<file path="src/rtl/step_counter.sv">
// step_counter: up/down counter with constant step, parallel load and configurable reset value
// Ports: clk_i clock; reset_i async active-low reset; up_i/down_i step requests;
//        load_i/loaded_val_i parallel load (highest priority); counter_o registered count;
//        step_o/reset_val_o exported constants (truncated to width_p bits).
`timescale 1ns/1ps
module step_counter #(
  parameter int width_p = 8,
  parameter reset_val_p = 0,
  parameter step_p = 1
) (
  input  logic               clk_i,
  input  logic               reset_i,
  input  logic               up_i,
  input  logic               down_i,
  input  logic               load_i,
  input  logic [width_p-1:0] loaded_val_i,
  output logic [width_p-1:0] counter_o,
  output logic [width_p-1:0] step_o,
  output logic [width_p-1:0] reset_val_o
);
  localparam logic [width_p-1:0] reset_val_lp = width_p'(reset_val_p);
  localparam logic [width_p-1:0] step_lp = width_p'(step_p);
  logic [width_p-1:0] count_q, count_d;
  // up and down together cancel; arithmetic wraps modulo 2^width_p
  always_comb
    count_d = load_i            ? loaded_val_i :
              up_i && !down_i   ? count_q + step_lp :
              down_i && !up_i   ? count_q - step_lp : count_q;
  always_ff @(posedge clk_i or negedge reset_i)
    if (!reset_i) count_q <= reset_val_lp;
    else          count_q <= count_d;
  assign counter_o   = count_q;
  assign step_o      = step_lp;
  assign reset_val_o = reset_val_lp;
  if ((reset_val_p >> width_p) != 0) begin : g_reset_val_trunc
    $warning("step_counter: reset_val_p truncated to width_p bits");
  end
  if ((step_p >> width_p) != 0) begin : g_step_trunc
    $warning("step_counter: step_p truncated to width_p bits");
  end
endmodule

</file>
<file path="config.mk">
export PLATFORM = sky130hd
export DESIGN_NAME = step_counter
export DESIGN_NICKNAME = d
export VERILOG_FILES = /design/src/rtl/step_counter.sv
export SDC_FILE = /design/constraint.sdc
export NUM_CORES = 1
export LEC_CHECK = 0
export ABC_AREA = 1
export CELL_PAD_IN_SITES_DETAIL_PLACEMENT = 1
export CELL_PAD_IN_SITES_GLOBAL_PLACEMENT = 2
export CORE_UTILIZATION = 22
export CTS_CLUSTER_SIZE = 12
export DETAILED_ROUTE_END_ITERATION = 8
export GPL_TIMING_DRIVEN = 0
export PLACE_DENSITY_LB_ADDON = 0.15
export SLEW_MARGIN = 20
export SYNTH_ARGS = -nofsm -noshare
export SYNTH_HDL_FRONTEND = slang
export SYNTH_SLANG_ARGS = --single-unit
</file>
<file path="constraint.sdc">
create_clock -name clk_i -period 1.76 [get_ports clk_i]
set_input_delay 0.528 -clock clk_i [delete_from_list [all_inputs] [get_ports clk_i]]
set_output_delay 0.528 -clock clk_i [all_outputs]
set_load 0.03 [all_outputs]
</file>
== After elaboration in Yosys (flattened, before gate mapping) ==
Index checks and enable logic that the tools add are counted.
Cells by class
  reduce and logical (&&, ||, !) cells: 5
  add/subtract/negate cells: 2
  muxes and demuxes: 3
Operators by type and width (count)
  2-to-1 mux 8 bit: 3
  adder 8 x 1 -> 8 bit (second input constant): 1
  subtractor 8 x 1 -> 8 bit (second input constant): 1
  nonzero test 3 bit: 1
  logical AND 1 bit: 2
  zero test 1 bit: 2
Storage, ports and cells
  input port bits: 13
  word-level logic and storage cells: 11
  flip-flop bits (word level): 8

== Depth between registers and ports, before layout ==
Gate-level depths: netlist (run 1).
  word-level depth: 5
  mapped depth: 11
  depth with buffers taken out: 11

== Worst setup path before layout (run 1) ==
OpenSTA, ideal clock, no wires.
  kind: input to register
  from: input port down_i
  to: register count_q[7], in the netlist counter_o[7]
  arrival: 1.743 ns
  data required time: 1.643 ns
  stages on the path: 10
  path slack: -0.099 ns
  setup time: 0.117 ns
  path through: inv_1 > nand2_1 > ha_1 > or2_4 > nand3_1 > nand2_1 > nand2_1 > nand3_1 > nand2_1 > nand2_1
Between the ends
  longest elaborated chain between the ends: 4
Ends and longest elaborated chain
  start, declared: line 14  | input logic down_i,
  zero test 1 bit: line 27  | up_i && !down_i ? count_q + step_lp :
  logical AND 1 bit: line 27
  2-to-1 mux 8 bit: line 27
  2-to-1 mux 8 bit: line 26  | count_d = load_i ? loaded_val_i :
  end signal, assigned: line 30  | if (!reset_i) count_q <= reset_val_lp;
  end signal, assigned: line 31  | else count_q <= count_d;
  end, declared: line 23  | logic [width_p-1:0] count_q, count_d;
Several ways; a longest one is shown, not always the timed one.
A chain may end at the register's enable or synchronous reset.

== Final worst setup path (run 1) ==
  from: register count_q[5], in the netlist counter_o[5]
  to: output port counter_o[5]
RTL lines
  end, declared: line 17  | output logic [width_p-1:0] counter_o,
No word-level cell between the ends.

==> results of run 1 <==
[cell usage in the layout, fill, tap and decap left out, drive strengths merged, types with 2 or more instances in the layout]
cell type      netlist  routed
a21oi                2       2
buf                 18      26
clkbuf               0       4
clkdlybuf4s50        0      10
conb                 2      16
dfrtp                8       8
dlygate4sd2          0       8
ha                   7       7
inv                 16      15
nand2               44      45
nand3               11      11
nand3b               2       2
nor2                 6       6
o211ai               2       2
o21ai                6       6
or2                  2       2
[power by group]
part | switching (mW) | internal, mW | leakage, nW
clock | 0.0892 | 0.150 | 0.0216
sequential | 0.0641 | 0.228 | 0.0941
combinational | 0.454 | 0.338 | 0.616
[kinds of logic (layout without fill, tap and decap cells)]
group                    after synthesis  in the layout
AND/OR/NAND/NOR                       65             66
buffers and inverters                 34             64
AO/OA/AOI/OAI                         12             12
adder cells (fa/ha/maj)                8              8
flip-flops                             8              8
other                                  2             16
XOR/XNOR                               1              1
[final cells by class]
cell class / instances / area share [%]
multi-input combinational: 103 / 46.4
timing repair buffer: 27 / 17.0
sequential: 8 / 14.3
buffer: 18 / 10.4
inverter: 16 / 4.64
tap: 48 / 4.28
clock buffer: 3 / 2.94
[metrics by stage]
| stage | hold slack [ps] | util, % | power [mW] | cells | setup TNS [ps] |
|---|---|---|---|---|---|
| after floorplan | 232 | - | 0.785 | 144 | 0 |
| after global placement | 507 | 32.2 | 0.989 | 212 | -3260 |
| after detailed placement | 519 | 32.2 | 1.01 | 212 | -3600 |
| after CTS | 525 | 35.4 | 1.29 | 221 | 0 |
| after global routing | 586 | 36.9 | 1.44 | 223 | -5.74 |
| final | 530 | 36.9 | 1.32 | 223 | 0 |
[worst register-to-register path: stages (launching register included)]
cell and delay, ps:
dfrtp_1 440, fa_2 430, buf_4 150, buf_4 120, nor2_1 110, o211ai_2 100, o21a_1 100
[routing by layer]
| layer | wire [microns] | share of wire [%] |
|---|---|---|
| met1 | 1150 | 44 |
| met2 | 1320 | 50 |
| met3 | 92 | 3.5 |
| met5 | 0 | 0 |
| met4 | 58 | 2.2 |
[final timing paths]
kind	startpoint	to	slack (ps)	cells after the start
setup / recovery	counter_o[5]$_DFFE_PN0P_	counter_o[5]	90	1
hold / removal	counter_o[6]$_DFFE_PN0P_	counter_o[6]$_DFFE_PN0P_	530	2
setup reg to reg	counter_o[0]$_DFFE_PN0P_	counter_o[2]$_DFFE_PN0P_	200	6
hold reg to reg	counter_o[6]$_DFFE_PN0P_	counter_o[6]$_DFFE_PN0P_	530	2
max in group asynchronous	reset_i	counter_o[7]$_DFFE_PN0P_	870	1
min in group asynchronous	reset_i	counter_o[3]$_DFFE_PN0P_	590	1
[timing repair]
action,CTS,global route
pin swaps,10,5
setup endpoints to repair,15,3
setup buffers,5,2
hold endpoints to repair,0,0
cloned,1,0
gates resized for setup,25,6
==> summary.md, run 1 <==
| Metric | Value |
|---|---|
| Final wirelength | 2620 microns |
| DR WL/cell | roughly 12 microns |
| Placed cell areas | 0.00122 sq mm |
| Total number of vias | 926 |
| Synth warn | 0 |
| FP Rows | 22 |
| Area of the core | 0.00380 sq mm |
| Sequential area share after synthesis | 22.2% |
| Cells along the critical path | dlygate4sd2_1 |
| Top post-synthesis cells by area | dfrtp_1, nand2_1, buf_4 |
| Register clock-pin slew on the reported worst setup and hold paths | 40 ps |
| CP Max Fanout | 4 |
| Leakage | 0.732 nW |
| Die extent in y | 66.1 microns |
| Post-synthesis mux area share | 0% |
| CP Class | register to output pin |
| Max-cap viol count | 0 |
| Root Driver | clkbuf_8 |
| Post-Syn Area per Cell | 6.95 sq um |
| Met1 usage | approximately 16% |
| Cts hold-fix bufs | 0 |
| P&R area growth vs syn | 55.3% |
| Adder-Cell Fraction of Synth Area | 11.9% |
| Max stage delay on crit path | 470 ps |
| H-tree Lvls | 1 |
| Worst path arrival time | 1150 ps |
| Initial Util | between 20% and 30% |
| Xor/xnor share of the synthesized area | less than 1% |
| Pwr/cell area | 943 mW/mm^2 |
| Drt initial violations | 22 |
| Maximum buffer depth of the clock tree | 2 |
| Final setup vio count | 0 |
| Status | completed |
| Clock latency on the worst-skew pair | 240 ps |
| Initial antenna violation count | 0 |
| EDFF count, synth | 0 |
| Final Cycle Share | 95.1% |
| Die W | 66.1 microns |
| Synth Cell Area | 903 sq um |
| Largest net degree at the start of global routing | 11 |
| Combinational family with the most area after synthesis | simple AND/OR/NAND/NOR gates |
| Most used routing layer | met2 |
| Worst path buffer plus inverter count | 1 |
| Met2 Use GR | 26.3% |
| Count leader, synth | nand2_1 |
| Top FF cell, synth | dfrtp_1 |
| Area leader, netlist | dfrtp_1 |
| Sinks on Clock Net | 8 |
| Post-synthesis simple-gate area fraction | 31.0% |
| GR Util met3 | 1.03% |
| Antenna Nets Post-Route | 0 |
| FF/Latch Area | 200 sq um |
| CP top delay family | flip-flops |
| Total congestion overflow | 0 |
| Count of final hold-check violations | 0 |
| Vias per Instance | 4.15 |
| Area of the multi-input gates | 651 sq um |
| Yosys top cell area share | 22.2% |
| Worst Skew | approximately 1.8 ps |
| IR drop worst, VDD | about 0.26 mV |
| Final WS setup | 86.6 ps |
| Dpl hpwl | 1950 microns |
| Filler cell count | between 400 and 500 |
| CP Data Required Time | around 1200 ps |
| Finished Cell Area | 0.00140 sq mm |
| Inserted Clock Buffers | 3 |
| Largest register FFs | 8 |
| Post-layout nets | just under 200 |
| Synth top cells by count | nand2_1, buf_4, inv_1, nand3_1, dfrtp_1 |
| Share of layout cells above drive strength 1 | 31.4% |
| CTS tree | yes |
| CP Capture Type | output pin |
| Number of diodes | 0 |
| Setup WS pre-CTS | -616 ps |
| FFs w/ async S/R, synth | 100% |
| Period minus WS final | 1670 ps |
| Die area | 0.00437 sq mm |
| Max-slew violations | 0 |
| Synth Area in Compound Gates | about a tenth |
| Synth cell types | 25 |
| IO Count | 37 |
| Gr usage total | 14.1% |
| Port buffer count | 20 |
| Slowest cell on the critical path | dfrtp_1 |
| First-pass GRT wire length | approximately 4500 microns |
| Initial DRT Pass Iterations | 4 |
| Crit start category | register |
| Gate count of the mapped netlist | 130 |
| Yosys reg bits | 8 |
| Achievable frequency | ~0.6 GHz |
| Routability cong. | approximately 0.70 |
| Hold crit path type | register to register |
| Number of global-route vias before repair | approximately 1.0k |
| DRC violations left | 0 |
(Power assumes the default switching activity.)
==> run 2: changes to the inputs <==
Settings changed: TNS_END_PERCENT set to 10.
==> results of run 2 <==
Same layout as run 1: the final DEF is identical, and so are final timing and power.
